==> src/rtl/exu_wb_seq_pkg.sv <==
// rtl/exu_wb_seq_pkg.sv - shared codes, state encoding and helpers for the EXU writeback stage
package exu_wb_seq_pkg;

    typedef enum logic [1:0] {
        WB_NONE = 2'd0,
        WB_ALU  = 2'd1,
        WB_MEM  = 2'd2,
        WB_LINK = 2'd3
    } wb_sel_e;

    typedef enum logic [1:0] {
        LD_B = 2'd0,
        LD_H = 2'd1,
        LD_W = 2'd2,
        LD_D = 2'd3
    } ld_size_e;

    typedef enum logic {
        S_IDLE     = 1'b0,
        S_WAIT_MEM = 1'b1
    } state_e;

    // Width of the byte-offset field inside one datapath word.
    function automatic int ofs_w(input int isa_width);
        return $clog2(isa_width / 8);
    endfunction

    // Keyed select over the four load sizes; callers pass values zero-padded
    // to 64 bits and truncate the result back to their own width.
    function automatic logic [63:0] mux_key_with_default(
        input logic [1:0]  key,
        input logic [63:0] val_b,
        input logic [63:0] val_h,
        input logic [63:0] val_w,
        input logic [63:0] val_d,
        input logic [63:0] dflt
    );
        logic [63:0] res;
        case (key)
            LD_B:    res = val_b;
            LD_H:    res = val_h;
            LD_W:    res = val_w;
            LD_D:    res = val_d;
            default: res = dflt;
        endcase
        return res;
    endfunction

endpackage

==> src/rtl/exu_wb_ldext.sv <==
// rtl/exu_wb_ldext.sv - load lane selection and sign/zero extension
// Ports:
//   i_rdata    naturally aligned memory word containing the load
//   i_size     load size code (B/H/W/D)
//   i_unsigned 1 = zero-extend, 0 = sign-extend
//   i_addr_lo  byte offset of the load inside the word
//   o_data     extended load value
module exu_wb_ldext
    import exu_wb_seq_pkg::*;
#(
    parameter int  ISA_WIDTH = 32,
    localparam int OFS_W     = ofs_w(ISA_WIDTH)
) (
    input  logic [ISA_WIDTH-1:0] i_rdata,
    input  logic [1:0]           i_size,
    input  logic                 i_unsigned,
    input  logic [OFS_W-1:0]     i_addr_lo,
    output logic [ISA_WIDTH-1:0] o_data
);

    logic [7:0]           w_lane_b;
    logic [15:0]          w_lane_h;
    logic [ISA_WIDTH-1:0] w_ext_b;
    logic [ISA_WIDTH-1:0] w_ext_h;
    logic [ISA_WIDTH-1:0] w_ext_w;
    logic [ISA_WIDTH-1:0] w_ext_d;

    // Misaligned offsets align down: the halfword drops addr bit 0.
    assign w_lane_b = i_rdata[{i_addr_lo, 3'b000} +: 8];
    assign w_lane_h = i_rdata[{i_addr_lo[OFS_W-1:1], 4'b0000} +: 16];

    assign w_ext_b = {{(ISA_WIDTH-8){~i_unsigned & w_lane_b[7]}}, w_lane_b};
    assign w_ext_h = {{(ISA_WIDTH-16){~i_unsigned & w_lane_h[15]}}, w_lane_h};

    if (ISA_WIDTH == 64) begin : g_w64
        logic [31:0] w_lane_w;
        assign w_lane_w = i_rdata[{i_addr_lo[2], 5'b00000} +: 32];
        assign w_ext_w  = {{32{~i_unsigned & w_lane_w[31]}}, w_lane_w};
        assign w_ext_d  = i_rdata;
    end else begin : g_w32
        // A word fills the datapath, so signedness is moot and D folds onto W.
        assign w_ext_w = i_rdata;
        assign w_ext_d = i_rdata;
    end

    assign o_data = ISA_WIDTH'(mux_key_with_default(i_size,
                                                    64'(w_ext_b),
                                                    64'(w_ext_h),
                                                    64'(w_ext_w),
                                                    64'(w_ext_d),
                                                    64'd0));

endmodule

==> src/rtl/exu_wb_seq.sv <==
// rtl/exu_wb_seq.sv - sequential EXU writeback stage with load wait and timeout
// Ports:
//   clk, rst                    clock; asynchronous active-low reset
//   in_valid/in_ready           retiring-instruction handshake from execute
//   in_rd, in_wb_sel            destination register and writeback source
//   in_ld_size, in_ld_unsigned  load size and extension mode
//   in_addr_lo                  low bits of the load address
//   in_alu_result, in_pc        ALU result and instruction PC (LINK writes pc+4)
//   mem_rvalid/mem_rready       load response handshake, mem_rdata payload
//   gpr_w_en/addr/data          registered GPR write port
//   commit_valid, err_timeout   retire pulse and load-abort pulse
module exu_wb_seq
    import exu_wb_seq_pkg::*;
#(
    parameter int  ISA_WIDTH  = 32,
    parameter int  REG_ADDR_W = 5,
    parameter int  TIMEOUT    = 255,
    parameter int  CNT_W      = 8,
    localparam int OFS_W      = ofs_w(ISA_WIDTH)
) (
    input  logic                  clk,
    input  logic                  rst,
    input  logic                  in_valid,
    output logic                  in_ready,
    input  logic [REG_ADDR_W-1:0] in_rd,
    input  logic [1:0]            in_wb_sel,
    input  logic [1:0]            in_ld_size,
    input  logic                  in_ld_unsigned,
    input  logic [OFS_W-1:0]      in_addr_lo,
    input  logic [ISA_WIDTH-1:0]  in_alu_result,
    input  logic [ISA_WIDTH-1:0]  in_pc,
    input  logic                  mem_rvalid,
    input  logic [ISA_WIDTH-1:0]  mem_rdata,
    output logic                  mem_rready,
    output logic                  gpr_w_en,
    output logic [REG_ADDR_W-1:0] gpr_w_addr,
    output logic [ISA_WIDTH-1:0]  gpr_w_data,
    output logic                  commit_valid,
    output logic                  err_timeout
);

    localparam logic [CNT_W-1:0] LP_TMO_LAST = (TIMEOUT == 0) ? '0 : CNT_W'(TIMEOUT - 1);

    state_e                r_state;
    logic [CNT_W-1:0]      r_cnt;
    logic [REG_ADDR_W-1:0] r_rd;
    logic [1:0]            r_size;
    logic                  r_uns;
    logic [OFS_W-1:0]      r_addr_lo;
    logic                  r_w_en;
    logic [REG_ADDR_W-1:0] r_w_addr;
    logic [ISA_WIDTH-1:0]  r_w_data;
    logic                  r_commit;
    logic                  r_err;

    state_e                w_state_nx;
    logic [CNT_W-1:0]      w_cnt_nx;
    logic [REG_ADDR_W-1:0] w_rd_nx;
    logic [1:0]            w_size_nx;
    logic                  w_uns_nx;
    logic [OFS_W-1:0]      w_addr_lo_nx;
    logic                  w_w_en_nx;
    logic [REG_ADDR_W-1:0] w_w_addr_nx;
    logic [ISA_WIDTH-1:0]  w_w_data_nx;
    logic                  w_commit_nx;
    logic                  w_err_nx;
    logic [ISA_WIDTH-1:0]  w_ld_data;

    exu_wb_ldext #(
        .ISA_WIDTH (ISA_WIDTH)
    ) u_ldext (
        .i_rdata    (mem_rdata),
        .i_size     (r_size),
        .i_unsigned (r_uns),
        .i_addr_lo  (r_addr_lo),
        .o_data     (w_ld_data)
    );

    assign in_ready     = (r_state == S_IDLE);
    assign mem_rready   = (r_state == S_WAIT_MEM);
    assign gpr_w_en     = r_w_en;
    assign gpr_w_addr   = r_w_addr;
    assign gpr_w_data   = r_w_data;
    assign commit_valid = r_commit;
    assign err_timeout  = r_err;

    always_ff @(posedge clk or negedge rst) begin
        if (!rst) begin
            r_state   <= S_IDLE;
            r_cnt     <= '0;
            r_rd      <= '0;
            r_size    <= '0;
            r_uns     <= 1'b0;
            r_addr_lo <= '0;
            r_w_en    <= 1'b0;
            r_w_addr  <= '0;
            r_w_data  <= '0;
            r_commit  <= 1'b0;
            r_err     <= 1'b0;
        end else begin
            r_state   <= w_state_nx;
            r_cnt     <= w_cnt_nx;
            r_rd      <= w_rd_nx;
            r_size    <= w_size_nx;
            r_uns     <= w_uns_nx;
            r_addr_lo <= w_addr_lo_nx;
            r_w_en    <= w_w_en_nx;
            r_w_addr  <= w_w_addr_nx;
            r_w_data  <= w_w_data_nx;
            r_commit  <= w_commit_nx;
            r_err     <= w_err_nx;
        end
    end

    always_comb begin
        w_state_nx   = r_state;
        w_cnt_nx     = r_cnt;
        w_rd_nx      = r_rd;
        w_size_nx    = r_size;
        w_uns_nx     = r_uns;
        w_addr_lo_nx = r_addr_lo;
        w_w_en_nx    = 1'b0;
        w_w_addr_nx  = r_w_addr;
        w_w_data_nx  = r_w_data;
        w_commit_nx  = 1'b0;
        w_err_nx     = 1'b0;

        case (r_state)
            S_IDLE: begin
                if (in_valid) begin
                    if (in_wb_sel == WB_MEM) begin
                        w_rd_nx      = in_rd;
                        w_size_nx    = in_ld_size;
                        w_uns_nx     = in_ld_unsigned;
                        w_addr_lo_nx = in_addr_lo;
                        w_cnt_nx     = '0;
                        w_state_nx   = S_WAIT_MEM;
                    end else begin
                        // NONE still retires; x0 is never written.
                        w_w_en_nx   = (in_wb_sel != WB_NONE) && (in_rd != '0);
                        w_w_addr_nx = in_rd;
                        w_w_data_nx = (in_wb_sel == WB_ALU) ? in_alu_result
                                                            : in_pc + ISA_WIDTH'(4);
                        w_commit_nx = 1'b1;
                    end
                end
            end
            S_WAIT_MEM: begin
                // A response in the expiry cycle takes priority over the abort.
                if (mem_rvalid) begin
                    w_w_en_nx   = (r_rd != '0);
                    w_w_addr_nx = r_rd;
                    w_w_data_nx = w_ld_data;
                    w_commit_nx = 1'b1;
                    w_state_nx  = S_IDLE;
                end else if ((TIMEOUT != 0) && (r_cnt == LP_TMO_LAST)) begin
                    w_err_nx    = 1'b1;
                    w_commit_nx = 1'b1;
                    w_state_nx  = S_IDLE;
                end else begin
                    w_cnt_nx = r_cnt + CNT_W'(1);
                end
            end
            default: w_state_nx = S_IDLE;
        endcase
    end

endmodule

==> config.mk <==
export PLATFORM = sky130hd
export DESIGN_NAME = exu_wb_seq
export DESIGN_NICKNAME = d
export VERILOG_FILES = /design/src/rtl/exu_wb_seq_pkg.sv /design/src/rtl/exu_wb_ldext.sv /design/src/rtl/exu_wb_seq.sv
export SDC_FILE = /design/constraint.sdc
export NUM_CORES = 1
export LEC_CHECK = 0
export ABC_CLOCK_PERIOD_IN_PS = 1920
export CAP_MARGIN = 25
export CORE_UTILIZATION = 40
export CTS_CLUSTER_DIAMETER = 60
export DETAILED_ROUTE_END_ITERATION = 7
export PLACE_DENSITY = 0.84
export SLEW_MARGIN = 20
export SYNTH_ARGS = -nofsm -noshare
export SYNTH_HDL_FRONTEND = slang
export SYNTH_SLANG_ARGS = --single-unit
==> constraint.sdc <==
create_clock -name clk -period 1.92 [get_ports clk]
set_input_delay 0.384 -clock clk [delete_from_list [all_inputs] [get_ports clk]]
set_output_delay 0.384 -clock clk [all_outputs]
set_load 0.005 [all_outputs]
== Word-level counts from Yosys, hierarchy flattened ==
Index checks and enable logic that the tools add are counted.
Storage, ports and cells
  flip-flop bits (word level): 59
  input port bits: 112
  word-level logic and storage cells: 71
Cells by class
  add/subtract/negate cells: 2
  eq/ne operators: 12
  shift operators: 2
  multiplexer cells: 31
  bitwise operators: 4
  reductions and logical operators: 9
Operators with widths (count)
  2-to-1 mux 32 bit: 4
  one-hot mux 32 bit (3 select lines): 1
  one-hot mux 32 bit (2 select lines): 1
  adder 32 x 3 -> 32 bit (second input constant): 1
  2-to-1 mux 8 bit: 4
  indexed part select 32 x 6 -> 16 bit: 1
  indexed part select 32 x 6 -> 8 bit: 1
  one-hot mux 8 bit (2 select lines): 1
  2-to-1 mux 5 bit: 3
  2-to-1 mux 1 bit: 13
  != test 2 bit (second input constant): 5
  one-hot mux 5 bit (2 select lines): 1
  nonzero test 5 bit: 2
  adder 8 x 1 -> 8 bit (second input constant): 1
  equality test 8 bit (second input constant): 1
  equality test 2 bit (second input constant): 3
  one-hot mux 1 bit (2 select lines): 3
  AND reduction 3 bit: 2
  equality test 2 x 1 -> 1 bit (second input constant): 2
  AND reduction 4 bit: 1
  AND 1 bit: 2
  zero test 2 bit: 1
  != test 2 x 1 -> 1 bit (second input constant): 1
  inverter 1 bit: 2
  other kinds (3): 3

== Logic depth before layout (Yosys ltp) ==
  depth after elaboration: 5
  mapped depth: 7
  depth with buffers taken out: 7

== Hierarchy ==
From an unflattened synthesis, not the netlist that was laid out.
Unflattened totals
  cells, all modules: 484
  area total of the unflattened synthesis: 4247.8 µm²
By module, submodules not included
  exu_wb_seq: times used 1, cells an instance 384, area each 3544.6 µm², seq. area each 1476.4 µm²
  exu_wb_ldext: times used 1, cells an instance 100, area each 703.2 µm², seq. area each 0.0 µm²

== Least setup slack after synthesis ==
OpenSTA, ideal clock, no wires.
  kind: in2reg
  start point: input in_pc[2]
  end point: register r_w_data[28] (netlist: gpr_w_data[28])
  library setup time: 74 ps
  arrival: 1867 ps
  data required time: 1846 ps
  setup slack: -22 ps
  stages: 7
  path buffers: 1
  cell sequence: ha_1 -> nand2_1 -> or3_1 -> buf_6 -> or4_1 -> a31o_1 -> a21oi_2
On the way
  word-level cells in the longest chain between the ends: 5
Ends and longest elaborated chain
  start: declaration: line exu_wb_seq.sv:31  | input logic [ISA_WIDTH-1:0] in_pc,
  adder 32 x 3 -> 32 bit: line exu_wb_seq.sv:143  | : in_pc + ISA_WIDTH'(4);
  2-to-1 mux 32 bit: line exu_wb_seq.sv:142  | w_w_data_nx = (in_wb_sel == WB_ALU) ? in_alu_result
  2-to-1 mux 32 bit: line exu_wb_seq.sv:131  | if (in_wb_sel == WB_MEM) begin
  2-to-1 mux 32 bit: line exu_wb_seq.sv:130  | if (in_valid) begin
  one-hot mux 32 bit (2 select lines): line exu_wb_seq.sv:128  | case (r_state)
  end signal: assignment: line exu_wb_seq.sv:109  | r_w_data <= w_w_data_nx;
  end: declaration: line exu_wb_seq.sv:52  | logic [ISA_WIDTH-1:0] r_w_data;
No other way between the ends. The select of a mux whose other input is x is not followed.
A chain may end at the register's enable or synchronous reset.

== Worst setup path in the final report ==
  start point: input mem_rdata[7]
  end point: register r_w_data[12] (netlist: gpr_w_data[12])
On the way
  word-level cells in the longest chain between the ends: 5
Ends and longest elaborated chain
  start: declaration: line exu_wb_seq.sv:33  | input logic [ISA_WIDTH-1:0] mem_rdata,
  indexed part select 32 x 6 -> 8 bit: line exu_wb_ldext.sv:29  | assign w_lane_b = i_rdata[{i_addr_lo, 3'b000} +: 8];
  AND 1 bit: line exu_wb_ldext.sv:32  | assign w_ext_b = {{(ISA_WIDTH-8){~i_unsigned & w_lane_b[7]}}, w_lane_b};
  one-hot mux 32 bit (3 select lines): line exu_wb_seq_pkg.sv:39  | case (key)
  2-to-1 mux 32 bit: line exu_wb_seq.sv:150  | if (mem_rvalid) begin
  one-hot mux 32 bit (2 select lines): line exu_wb_seq.sv:128
No other way between the ends. The select of a mux whose other input is x is not followed.

==> flow_summary.toml <==
[hold_path]
hold_class = "input pin to asynchronous set/reset pin"

[power]
ir_worst_vdd_v = 0.000352
p_switching_mw = 1.65
power_mw = 4.79
p_int_mw = 3.15
sw_frac_of_total_pct = 34.4
p_per_area_nw_per_um2 = 730
p_clk_share_pct = 25.6
leakage_nw = 2.70
p_comb_share_pct = 38.9
seq_power_share_pct = 35.5

[synth]
synth_top_cell_by_area = "dfrtp_1"
syn_area_sq_um = 3910
yosysUniqueCellTypes = 58
synth_seq_area_share_pct = 37.7
synth_top_area_share_pct = 37.7
synthCells = 463
yosys_warnings = 0
ys_async_sr_fraction_pct = 100
synth_commonest_cells = "67 x nand2_1, 59 x dfrtp_1, 37 x nor2_1, 29 x a21oi_1, 27 x o21ai_0"
synth_edf_count = 0
synth_ff_type = "dfrtp_1"
synth_area_leaders = "dfrtp_1 38%, nand2_1 6.4%, xnor2_1 4.5%, a21oi_1 3.7%, a211oi_1 3.6%"
synth.avg_cell_area_sq_um = 8.45
synthMostInstantiatedCell = "nand2_1"
synthesis.nets = 578
ys_ff_latch = 59

[sta]
fin_tns_setup_ps = 0
maxSlewHeadroom_pct = 71.6
finalMaxSlewViolations = 0
hold_viol = 0
setup_viol = 0
skew_ps = 10.4
min_period_ps = 1890
worstMarginPinSlew_ps = 423
fin_crit_sh_pct = 98.5
fmax_ghz = 0.529

[final_layout]
utilization_pct = 70.0
antenna_cells = 0
fin_area_sq_um = 6560
area_growth_pct = 67.6
nNetsFinal = 807
final_cells = 826
layout-drive-gt1-share_pct = 21.8

[grt]
grt_use_met2_pct = 52.9
grt_util_met1_pct = 38.7
overflow = 0
grt-busiest-layer = "met2"
use_met3_pct = 8.25
grtUsageTotal_pct = 31.5
grt_pass1_vias = 4741
antenna_found_initial = 0
grt_max_degree = 60
grt_pass1_wl_um = 24100

[detailed_routing]
route.detailed.drc = 0
first_iter_violations = 352
routedWlPerCell_um = 18.9
finalWirelength_um = 15600
vias = 4790
avgViaCountPerCell = 5.80
detail-route-antenna-nets = 0
drt_pass1_iterations = 5

[worst_setup_path]
cp_max_fo = 5
worstSetupEndpointType = "flop"
criticalPathCategory = "input pin to flop"
required_ps = 2150
start_kind = "input pin"
cp.arrival_ps = 2120
rr_worst_depth = 6

[clock_network]
clock_sinks = 59
clkLatencyLatePin_ps = 350
h-tree-depth = 3
cts_tree = "done"
cts_max_path_buffers = 2
numCtsBuffers = 9
clockRootBuffer = "clkbuf_8"
clk_pin_slew_ps = 80

[floorplan]
die_w_um = 101
die_h_um = 101
core_area_sq_um = 9370
initial_core_util_pct = 41.8
pin_count = 154
placement_rows = 35
die_area_sq_um = 10200

[placed_design]
io_buffer_count = 153
routabilityCongestion = 0.952
placed_cell_area_sq_um = 6220
dp_hpwl_um = 12100
dp.cells = 807

[status]
status = "finished, final reports clean"

[job]
cap_violations = 0
-- worst max-delay path: stages --
cell and delay, ps:
clkdlybuf4s50_1 460, mux4_2 490, nand2_1 130, o21ai_2 100, buf_4 180, a221oi_1 300, a211oi_1 80
-- layer usage --
metal / share of wire [%] / vias up
met1: 40 / 2297
met3: 8.4 / 49
met5: 0 / -
met2: 48 / 242
li1: - / 2202
met4: 3.4 / 0
-- registers in the layout, indices dropped and copies added, names as in the netlist --
| name | count |
|---|---|
| r_rd | 5 |
| r_uns | 1 |
| mem_rready | 1 |
| r_cnt | 8 |
| err_timeout | 1 |
| r_size | 2 |
| commit_valid | 1 |
| gpr_w_data | 32 |
| gpr_w_en | 1 |
| gpr_w_addr | 5 |
| r_addr_lo | 2 |
-- power by group through the flow --
stage	sequential (mW)	combinational, mW	clock, mW
finish	1.70	1.86	1.23
global route	1.72	2.00	1.29
CTS	1.69	1.81	1.23
detailed placement	1.71	1.81	0
global placement	1.70	1.76	0
floorplan	1.67	0.706	0
-- layout by cell type, fill, tap and decap left out, drive strengths merged, types with 2 or more instances in the layout --
cell,synthesis,routed
ha,3,3
nand2b,3,3
o21ai,30,30
a31o,2,2
or3,6,6
nor4,4,4
xnor2,20,20
and3,4,4
o211ai,2,2
nand3,20,20
nand4,8,8
a21oi,30,30
inv,7,11
dlymetal6s2s,0,4
and2,3,3
buf,5,93
mux2i,11,11
a32o,4,4
o2111ai,6,6
o41ai,2,2
xor2,5,5
nor2b,6,6
or4,8,8
o31ai,6,6
dlygate4sd2,0,9
clkdlybuf4s50,0,137
mux2,6,6
o22ai,17,17
and4,3,3
a22o,3,3
clkbuf,22,11
nor3,11,11
dfrtp,59,59
nor2,37,37
a211oi,19,19
a221oi,10,10
nand2,67,67
-- final cells by class --
cell class	count	area (sq um)
fillers	754	2810
multi-input cells	370	2430
repair buffers	245	2260
flip-flops and latches	59	1480
well taps	129	161
clock buffers	9	124
clock inverters	7	81.3
inverters	7	26.3
-- path summary, 6_finish.rpt --
check                                          start                         end  slack (ps)
min reg2reg                gpr_w_data[1]$_DFFE_PN0P_   gpr_w_data[1]$_DFFE_PN0P_         490
min in group clk           gpr_w_data[1]$_DFFE_PN0P_   gpr_w_data[1]$_DFFE_PN0P_         490
min                                              rst         r_rd[2]$_DFFE_PN0P_          10
max in group asynchronous                        rst  gpr_w_data[11]$_DFFE_PN0P_        1630
max                                     mem_rdata[7]  gpr_w_data[12]$_DFFE_PN0P_          30
max reg2reg                 r_addr_lo[0]$_DFFE_PN0P_  gpr_w_data[12]$_DFFE_PN0P_          50
-- metrics by stage --
step	setup WS (ps)	hold slack, ps
after CTS	4.80	32.9
after global routing	-28.4	42.8
final	28.2	13.2
after global placement	-537	412
after floorplan	5.87	88.4
after detailed placement	-578	416
-- cell families after synthesis --
logic type | synth area share [%]
flip-flops | 37.7
AO/OA/AOI/OAI | 24.6
XOR/XNOR | 5.59
multiplexers | 5.12
AND/OR/NAND/NOR | 22.5
buffers and inverters | 3.48
adder cells (fa/ha/maj) | 0.959
-- what timing repair did --
item                                   4_1_cts  5_1_grt
gates resized for setup                     21       24
pin swaps                                    8        4
buffers inserted                             0        2
gates cloned                                 0        1
setup endpoints to repair                   17       21
hold buffers                                 0        0
endpoints found under the hold margin        0        0
(Power assumes the default switching activity.)
